[config.mk]
export PLATFORM = sky130hd
export DESIGN_NAME = pe_mem_dispatcher
export DESIGN_NICKNAME = d
export VERILOG_FILES = /design/src/rtl/pe_mem_dispatcher_pkg.sv /design/src/rtl/pe_mem_dispatcher.sv
export SDC_FILE = /design/constraint.sdc
export NUM_CORES = 1
export LEC_CHECK = 0
export CAP_MARGIN = 10
export CORE_MARGIN = 3
export CORE_UTILIZATION = 30
export DETAILED_ROUTE_END_ITERATION = 10
export GPL_TIMING_DRIVEN = 1
export PLACE_DENSITY = 0.49
export SETUP_SLACK_MARGIN = 0.15
export SKIP_LAST_GASP = 1
export SLEW_MARGIN = 20
export SYNTH_ARGS = -nofsm -noshare
export SYNTH_HDL_FRONTEND = slang
export SYNTH_SLANG_ARGS = --single-unit
[constraint.sdc]
create_clock -name ACLK -period 5.97 [get_ports ACLK]
set_clock_uncertainty 0.2 [all_clocks]
set_input_delay 0.8955 -clock ACLK [delete_from_list [all_inputs] [get_ports ACLK]]
set_output_delay 0.8955 -clock ACLK [all_outputs]
set_load 0.03 [all_outputs]
[src/rtl/pe_mem_dispatcher_pkg.sv]
// Shared definitions for the PE memory-load bus: CTRL_PE field layout, pack/unpack helpers
// and the dispatcher state encoding.
package pe_mem_dispatcher_pkg;

    localparam int CTRL_PE_ID_W  = 2;
    localparam int CTRL_NS_W     = 2;
    localparam int CTRL_W        = CTRL_PE_ID_W + 1 + CTRL_NS_W;

    // CTRL_PE = {pe_id, valid, namespace_id}, MSB to LSB
    localparam int CTRL_NS_LSB    = 0;
    localparam int CTRL_VALID_BIT = CTRL_NS_W;
    localparam int CTRL_PE_ID_LSB = CTRL_NS_W + 1;

    typedef enum logic [1:0] {
        IDLE = 2'd0,
        LOAD = 2'd1,
        FIN  = 2'd2
    } state_t;

    function automatic logic [CTRL_W-1:0] pack_ctrl_pe(
        input logic [CTRL_PE_ID_W-1:0] pe_id,
        input logic                    valid,
        input logic [CTRL_NS_W-1:0]    ns
    );
        return {pe_id, valid, ns};
    endfunction

    function automatic logic ctrl_pe_valid(input logic [CTRL_W-1:0] ctrl);
        return ctrl[CTRL_VALID_BIT];
    endfunction

    function automatic logic [CTRL_PE_ID_W-1:0] ctrl_pe_id(input logic [CTRL_W-1:0] ctrl);
        return ctrl[CTRL_PE_ID_LSB +: CTRL_PE_ID_W];
    endfunction

endpackage

[src/rtl/pe_mem_dispatcher.sv]
// Transmit side of the PE memory-load interface: spreads an accepted word stream
// round-robin over NUM_PE PEs for WORDS_PER_PE rounds, then pulses DONE.
module pe_mem_dispatcher
    import pe_mem_dispatcher_pkg::*;
#(
    parameter int DATA_WIDTH      = 16,
    parameter int NUM_PE          = 4,
    parameter int PE_ID_WIDTH     = CTRL_PE_ID_W,
    parameter int NAMESPACE_WIDTH = CTRL_NS_W,
    parameter int CTRL_PE_WIDTH   = PE_ID_WIDTH + 1 + NAMESPACE_WIDTH,
    parameter int COUNT_WIDTH     = 16
) (
    input  logic                       ACLK,
    input  logic                       ARESETN,
    input  logic                       START,
    input  logic [NAMESPACE_WIDTH-1:0] NAMESPACE,
    input  logic [COUNT_WIDTH-1:0]     WORDS_PER_PE,
    input  logic [DATA_WIDTH-1:0]      S_DATA,
    input  logic                       S_VALID,
    output logic                       S_READY,
    output logic [DATA_WIDTH-1:0]      DATA_OUT,
    output logic [CTRL_PE_WIDTH-1:0]   CTRL_PE,
    output logic                       BUSY,
    output logic                       DONE
);

    localparam logic [PE_ID_WIDTH-1:0] LAST_PE = PE_ID_WIDTH'(NUM_PE - 1);

    state_t                     state;
    state_t                     state_next;
    logic [PE_ID_WIDTH-1:0]     pe_idx;
    logic [COUNT_WIDTH-1:0]     round_cnt;
    logic [COUNT_WIDTH-1:0]     words_q;
    logic [NAMESPACE_WIDTH-1:0] ns_q;
    logic [DATA_WIDTH-1:0]      data_q;
    logic [CTRL_PE_WIDTH-1:0]   ctrl_q;
    logic                       done_q;
    logic                       accept;
    logic                       last_pe;
    logic                       last_word;

    // Handshake: a word transfers on any cycle where S_VALID and S_READY are both high;
    // S_READY depends only on state, never on S_VALID.
    assign S_READY   = (state == LOAD);
    assign accept    = S_VALID && S_READY;
    // Wrap is an explicit compare so non-power-of-2 NUM_PE never reaches an unused pe_id.
    assign last_pe   = (pe_idx == LAST_PE);
    assign last_word = accept && last_pe && (round_cnt == (words_q - COUNT_WIDTH'(1)));

    assign DATA_OUT  = data_q;
    assign CTRL_PE   = ctrl_q;
    assign BUSY      = (state != IDLE);
    assign DONE      = done_q;

    always_comb begin
        state_next = state;
        case (state)
            IDLE: begin
                if (START) begin
                    state_next = (WORDS_PER_PE == '0) ? FIN : LOAD;
                end
            end
            LOAD: begin
                if (last_word) begin
                    state_next = FIN;
                end
            end
            FIN:     state_next = IDLE;
            default: state_next = IDLE;
        endcase
    end

    always_ff @(posedge ACLK) begin
        if (!ARESETN) begin
            state     <= IDLE;
            pe_idx    <= '0;
            round_cnt <= '0;
            words_q   <= '0;
            ns_q      <= '0;
            data_q    <= '0;
            ctrl_q    <= '0;
            done_q    <= 1'b0;
        end else begin
            state  <= state_next;
            done_q <= (state_next == FIN);
            ctrl_q <= accept ? {pe_idx, 1'b1, ns_q} : '0;
            if (accept) begin
                data_q <= S_DATA;
            end
            if ((state == IDLE) && START) begin
                ns_q      <= NAMESPACE;
                words_q   <= WORDS_PER_PE;
                pe_idx    <= '0;
                round_cnt <= '0;
            end else if (accept) begin
                if (last_pe) begin
                    pe_idx    <= '0;
                    round_cnt <= round_cnt + COUNT_WIDTH'(1);
                end else begin
                    pe_idx <= pe_idx + PE_ID_WIDTH'(1);
                end
            end
        end
    end

endmodule

; Word level (Yosys, flattened, before mapping)
; Cells that the tools add are included.
[word_totals]
register_bits = 60
in_bits = 38
output_inout_bits = 24
wordCells = 33
[classes]
add_sub_neg = 3
eq_ne = 4
n_mux = 6
n_bitwise = 1
reduce_logical = 10
[op_table]
columns = op, count
row1 = "16-bit by 1-bit adder with 16-bit output, second input constant", 1
row2 = 16-bit equality test, 1
row3 = 16-bit zero test, 1
row4 = "16-bit by 1-bit subtractor with 16-bit output, second input constant", 1
row5 = 2-bit 2-to-1 mux, 4
row6 = "2-bit equality test, second input constant", 2
row7 = 1-bit logical AND, 4
row8 = 2-bit case mux with 2 select lines, 1
row9 = 2-bit AND reduction, 2
row10 = 3-bit 2-to-1 mux, 1
row11 = "2-bit by 1-bit adder with 2-bit output, second input constant", 1
row12 = "2-bit by 1-bit equality test with 1-bit output, second input constant", 1
row13 = 2-bit zero test, 1
row14 = 2-bit nonzero test, 1
row15 = 2-bit OR reduction, 1
row16 = 1-bit NOT, 1

; Longest topological paths before layout
[depth]
depth_word = 7
depth_mapped = 8
ltp_nobuf = 8

; Least setup slack after synthesis
; Ideal clock, no wire load.
[synth_path]
path_kind = register -> register
startpoint = register words_q[0]
endpoint = register state[0]
setup_time_ps = 134
t_arrival_ps = 1968
required_time_ps = 5636
setup_slack_ps = 3668
path_stages_with_launch = 9
path_buffers = 0
period_less_slack_ps = 2302
path_cell_list = dfxtp_1 -> inv_1 -> ha_1 -> nor3b_2 -> and4_1 -> a211oi_1 -> or4_4 -> nor2_1 -> a21oi_1
[synth_between]
elab_chain_len = 5
[synth_lines]
columns = item, line
row1 = "start, declared", pe_mem_dispatcher.sv:33  ; logic [COUNT_WIDTH-1:0] words_q;
row2 = "start signal, assigned", pe_mem_dispatcher.sv:78  ; words_q <= '0;
row3 = "start signal, assigned", pe_mem_dispatcher.sv:92  ; words_q <= WORDS_PER_PE;
row4 = 16-bit by 1-bit subtractor with 16-bit output, pe_mem_dispatcher.sv:48  ; assign last_word = accept && last_pe && (round_cnt == (words_q - COUNT_WIDTH'(1)));
row5 = 16-bit equality test, pe_mem_dispatcher.sv:48
row6 = 1-bit logical AND, pe_mem_dispatcher.sv:48
row7 = 2-bit 2-to-1 mux, pe_mem_dispatcher.sv:64  ; if (last_word) begin
row8 = 2-bit case mux with 2 select lines, pe_mem_dispatcher.sv:57  ; case (state)
row9 = "end signal, assigned", pe_mem_dispatcher.sv:84  ; state <= state_next;
row10 = "end, declared", pe_mem_dispatcher.sv:29  ; state_t state;
; No other way between the ends.
; A chain may end at the register's enable or synchronous reset.

; Worst setup path in the final report
[layout_path]
startpoint = register state[0]
endpoint = output port S_READY
[layout_between]
elab_chain_len = 1
[layout_lines]
columns = item, line
row1 = 2-bit by 1-bit equality test with 1-bit output, pe_mem_dispatcher.sv:44  ; assign S_READY = (state == LOAD);
row2 = "end, declared", pe_mem_dispatcher.sv:20  ; output logic S_READY,
; No other way between the ends.

==> impl_results.html <==
<table>
<tr><th>Metric</th><th>Value</th></tr>
<tr><th colspan="2">Pwr</th></tr>
<tr><td>Clk network pwr share</td><td>0.410</td></tr>
<tr><td>VDD IR max</td><td>0.127 mV</td></tr>
<tr><td>Combinational share of power</td><td>0.151</td></tr>
<tr><td>Part of the total power dissipated in sequential elements</td><td>0.439</td></tr>
<tr><td>Total leakage power</td><td>1.36 nW</td></tr>
<tr><td>Switching component of the power</td><td>252 uW</td></tr>
<tr><td>Net switching share of the total power</td><td>0.259</td></tr>
<tr><td>Cell-internal power</td><td>722 uW</td></tr>
<tr><td>Power per unit of standard cell area</td><td>256 mW/mm^2</td></tr>
<tr><th colspan="2">Drt</th></tr>
<tr><td>Number of iterations in the first detailed-routing pass</td><td>4</td></tr>
<tr><td>Number of design rule violations left after detail routing</td><td>0</td></tr>
<tr><td>Iter 0 DRT Violations</td><td>86</td></tr>
<tr><td>Ratio of routed vias to standard cells</td><td>4.59</td></tr>
<tr><td>Average wire length per cell after detail routing</td><td>13.1 um</td></tr>
<tr><td>Count of vias placed by the detailed router</td><td>2431</td></tr>
<tr><td>Drt total wl</td><td>6940 um</td></tr>
<tr><td>Number of nets still failing antenna checks after routing</td><td>0</td></tr>
<tr><th colspan="2">Cells and area</th></tr>
<tr><td>Fill cell total of the finished layout</td><td>999</td></tr>
<tr><td>Number of nets in the layout</td><td>437</td></tr>
<tr><td>Layout overhead on the synthesized area</td><td>32.0%</td></tr>
<tr><td>Proportion of layout cells with a drive suffix above 1</td><td>0.0673</td></tr>
<tr><td>Post-layout instance area</td><td>0.00380 mm^2</td></tr>
<tr><td>Antenna Cells</td><td>0</td></tr>
<tr><th colspan="2">Global route</th></tr>
<tr><td>Antenna violations before repair</td><td>0</td></tr>
<tr><td>Via count of the first global-routing pass</td><td>2333</td></tr>
<tr><td>Global-route wire length before repair</td><td>11500 um</td></tr>
<tr><td>Total congestion overflow</td><td>0</td></tr>
<tr><td>Overall track demand over capacity in global routing</td><td>0.130</td></tr>
<tr><td>Maximum number of pins on one net before global-route repair</td><td>43</td></tr>
<tr><th colspan="2">Setup path</th></tr>
<tr><td>Worst reg2reg endpoint</td><td>DONE$_SDFF_PN0_</td></tr>
<tr><td>CP max-delay cell</td><td>clkdlybuf4s50_1</td></tr>
<tr><td>Setup CP Type</td><td>flip-flop to output port</td></tr>
<tr><td>Gate family responsible for the most delay along the worst path</td><td>buffers and inverters</td></tr>
<tr><td>Crit-path max FO</td><td>6</td></tr>
<tr><td>Critical Path End Type</td><td>output port</td></tr>
<tr><td>Arrival time of data at the critical path endpoint</td><td>1.76 ns</td></tr>
<tr><td>Number of stages on the worst setup path</td><td>2</td></tr>
<tr><td>Launch point of the critical path</td><td>state[0]$_SDFF_PN0_</td></tr>
<tr><td>Cell chain of the critical path</td><td>nor2b_1 -&gt; clkdlybuf4s50_1</td></tr>
<tr><td>Crit path buffers/inverters</td><td>1</td></tr>
<tr><td>Crit Reg-Reg Startpoint</td><td>words_q[0]$_SDFFE_PN0P_</td></tr>
<tr><td>Data required, critical path</td><td>4.87 ns</td></tr>
<tr><td>Peak per-stage delay on the critical path</td><td>0.76 ns</td></tr>
<tr><td>Worst R2R Path Depth</td><td>8</td></tr>
<tr><td>Flop2flop setup slack</td><td>3.39 ns</td></tr>
<tr><td>Worst setup SP type</td><td>flip-flop</td></tr>
<tr><th colspan="2">Timing</th></tr>
<tr><td>Setup-failing EPs final</td><td>0</td></tr>
<tr><td>Final Hold Vio Count</td><td>0</td></tr>
<tr><td>Min cycle time layout</td><td>2.86 ns</td></tr>
<tr><td>Setup repair after global routing missed its margin</td><td>false</td></tr>
<tr><td>Total count of max-transition violations in the final report</td><td>0</td></tr>
<tr><td>Fmax</td><td>350 MHz</td></tr>
<tr><td>Slew at the pin with the worst max-slew slack</td><td>0.763 ns</td></tr>
<tr><td>Slew Limit Headroom</td><td>0.491</td></tr>
<tr><td>Setup TNS</td><td>0 ns</td></tr>
<tr><td>Post-route clock period utilization</td><td>0.479</td></tr>
<tr><th colspan="2">Hold path</th></tr>
<tr><td>Hold EP</td><td>ns_q[1]$_SDFFE_PN0P_</td></tr>
<tr><td>Cells on Worst Hold Path</td><td>2</td></tr>
<tr><td>Hold/Removal Path Class</td><td>flip-flop to flip-flop</td></tr>
<tr><td>Hold Crit Start</td><td>ns_q[1]$_SDFFE_PN0P_</td></tr>
<tr><th colspan="2">Yosys</th></tr>
<tr><td>Number of synthesized register bits</td><td>60</td></tr>
<tr><td>Mean post-synth cell area</td><td>8.43 um^2</td></tr>
<tr><td>Post-synthesis sequential area ratio</td><td>0.417</td></tr>
<tr><td>Synth Instances</td><td>342</td></tr>
<tr><td>Share of Yosys cell area claimed by the top area cell type</td><td>0.417</td></tr>
<tr><td>Warnings from Yosys</td><td>0</td></tr>
<tr><td>Count of cell types in the netlist</td><td>39</td></tr>
<tr><td>Async set or reset register ratio after synthesis</td><td>0</td></tr>
<tr><td>Most frequent cell after synthesis</td><td>nand2_1</td></tr>
<tr><td>Post-synth EDFFs</td><td>0</td></tr>
<tr><td>List of most frequent post-synthesis cells</td><td>82 x nand2_1, 60 x dfxtp_1, 34 x a21boi_0</td></tr>
<tr><td>Area of the mapped netlist</td><td>0.00288 mm^2</td></tr>
<tr><td>Yosys top cell by area</td><td>dfxtp_1</td></tr>
<tr><td>Main synth FF type</td><td>dfxtp_1</td></tr>
<tr><td>Post-synth net total</td><td>383</td></tr>
<tr><td>Cells taking the most area after synthesis</td><td>dfxtp_1 42%, nand2_1 11%, a21boi_0 8.9%, xnor2_1 5.8%, xor2_1 5.5%</td></tr>
<tr><th colspan="2">CTS</th></tr>
<tr><td>Clk Tree Root Cell</td><td>clkbuf_8</td></tr>
<tr><td>Number of levels the H-tree was split into</td><td>3</td></tr>
<tr><td>Number of CTS-inserted buffers</td><td>9</td></tr>
<tr><td>Buffer count from post-CTS setup fixing</td><td>0</td></tr>
<tr><td>Clk buf depth</td><td>2</td></tr>
<tr><td>Post-cts sizing count</td><td>0</td></tr>
<tr><td>Post-CTS clock slew at the launch and capture registers of the worst setup and hold paths</td><td>0.07 ns</td></tr>
<tr><td>Clock tree from TritonCTS</td><td>yes</td></tr>
<tr><td>Clock latency on the worst-skew pair</td><td>0.33 ns</td></tr>
<tr><td>Clock Sink Count</td><td>60</td></tr>
<tr><td>Number of buffers added to fix hold violations after cts</td><td>0</td></tr>
<tr><th colspan="2">Die</th></tr>
<tr><td>Die area</td><td>0.0108 mm^2</td></tr>
<tr><td>Area of the core</td><td>0.00928 mm^2</td></tr>
<tr><td>Horiz. Die Dim</td><td>104 um</td></tr>
<tr><td>I/O pin total</td><td>62</td></tr>
<tr><td>Standard-cell row count</td><td>35</td></tr>
<tr><td>Initial cell density of the core</td><td>0.310</td></tr>
<tr><td>Vertical extent of the die</td><td>104 um</td></tr>
<tr><th colspan="2">Place</th></tr>
<tr><td>Hpwl dp</td><td>5070 um</td></tr>
<tr><td>Final weighted congestion in routability-driven placement</td><td>0.821</td></tr>
<tr><td>Cell area after placement</td><td>0.00359 mm^2</td></tr>
<tr><td>Port buffer count</td><td>61</td></tr>
<tr><th colspan="2">Run status</th></tr>
<tr><td>Result of the run</td><td>finished clean</td></tr>
<tr><th colspan="2">Job</th></tr>
<tr><td>Number of violations of the max-capacitance limit</td><td>0</td></tr>
</table>
## cell families after synthesis
family,Yosys count,share of synthesized area
adder cells (fa/ha/maj),3,0.0130
XOR/XNOR,37,0.112
multiplexers,3,0.0126
flip-flops,60,0.417
AND/OR/NAND/NOR,157,0.267
buffers and inverters,23,0.0326
AO/OA/AOI/OAI,59,0.145
## cell type report
type | instances | area [um^2] | area share
clock inverter | 6 | 88.8 | 0.0234
timing repair buffer | 63 | 626 | 0.165
inverter | 3 | 11.3 | 0.00296
multi-input combinational | 259 | 1590 | 0.417
clock buffer | 10 | 128 | 0.0336
sequential | 60 | 1200 | 0.316
tap | 129 | 161 | 0.0424
## worst max path at each step
| stage | to | slack [ns] |
|---|---|---|
| global placement | round_cnt[15]$_SDFFE_PP0P_ | 3.03 |
| CTS | S_READY | 3.10 |
| detailed placement | round_cnt[15]$_SDFFE_PP0P_ | 2.99 |
| finish | S_READY | 3.11 |
| floorplan | state[0]$_SDFF_PN0_ | 3.67 |
| global route | S_READY | 3.01 |
## through the flow
stage	hold WS (ns)	power, mW	util	instances	setup slack (ns)
after floorplan	0.239	0.528	-	342	3.67
after global placement	0.249	0.585	0.386	514	3.03
after detailed placement	0.253	0.586	0.386	514	2.99
after CTS	0.264	0.986	0.410	530	3.10
after global routing	0.281	1.02	0.410	530	3.01
final	0.258	0.974	0.410	530	3.11
## metal layers
| layer | GRT usage | vias to the layer above | routed length, um |
|---|---|---|---|
| met5 | 0 | - | 0 |
| met4 | 0.0579 | 0 | 141 |
| met3 | 0.0236 | 9 | 205 |
| met2 | 0.201 | 35 | 3070 |
| met1 | 0.176 | 1114 | 3520 |
| li1 | - | 1273 | - |
## power by group through the flow
stage | combinational [mW] | sequential, mW | clock, mW
after CTS | 0.150 | 0.428 | 0.409
after detailed placement | 0.149 | 0.437 | 0
after global routing | 0.163 | 0.430 | 0.426
after global placement | 0.148 | 0.437 | 0
after floorplan | 0.0858 | 0.442 | 0
final | 0.147 | 0.428 | 0.399
## registers in the layout, indices dropped and copies added (netlist names)
register,cells
CTRL_PE,5
DATA_OUT,16
DONE,1
ns_q,2
pe_idx,2
round_cnt,16
state,2
words_q,16
## tightest hold or removal path, cell delays in order, from the launching register on
cell	delay (ns)
dfxtp_1	0.31
nand2_1	0.04
a21boi_0	0.06
## layout by cell type, fill, tap and decap left out, types with 3 or more instances in the layout
master           instances
nand3_1                  8
dfxtp_1                 60
nand2_1                 82
and3_1                   7
nor3_1                   4
a211oi_1                 3
clkdlybuf4s50_1         61
inv_1                    3
xnor2_1                 19
nor4_1                   7
and4_1                   3
ha_1                     3
nor2_1                  24
nand4_1                  7
xor2_1                  18
a21oi_1                  9
o31ai_1                  3
clkbuf_8                 9
o21ai_0                  3
a21boi_0                34
Power figures use the tool's default switching activity.
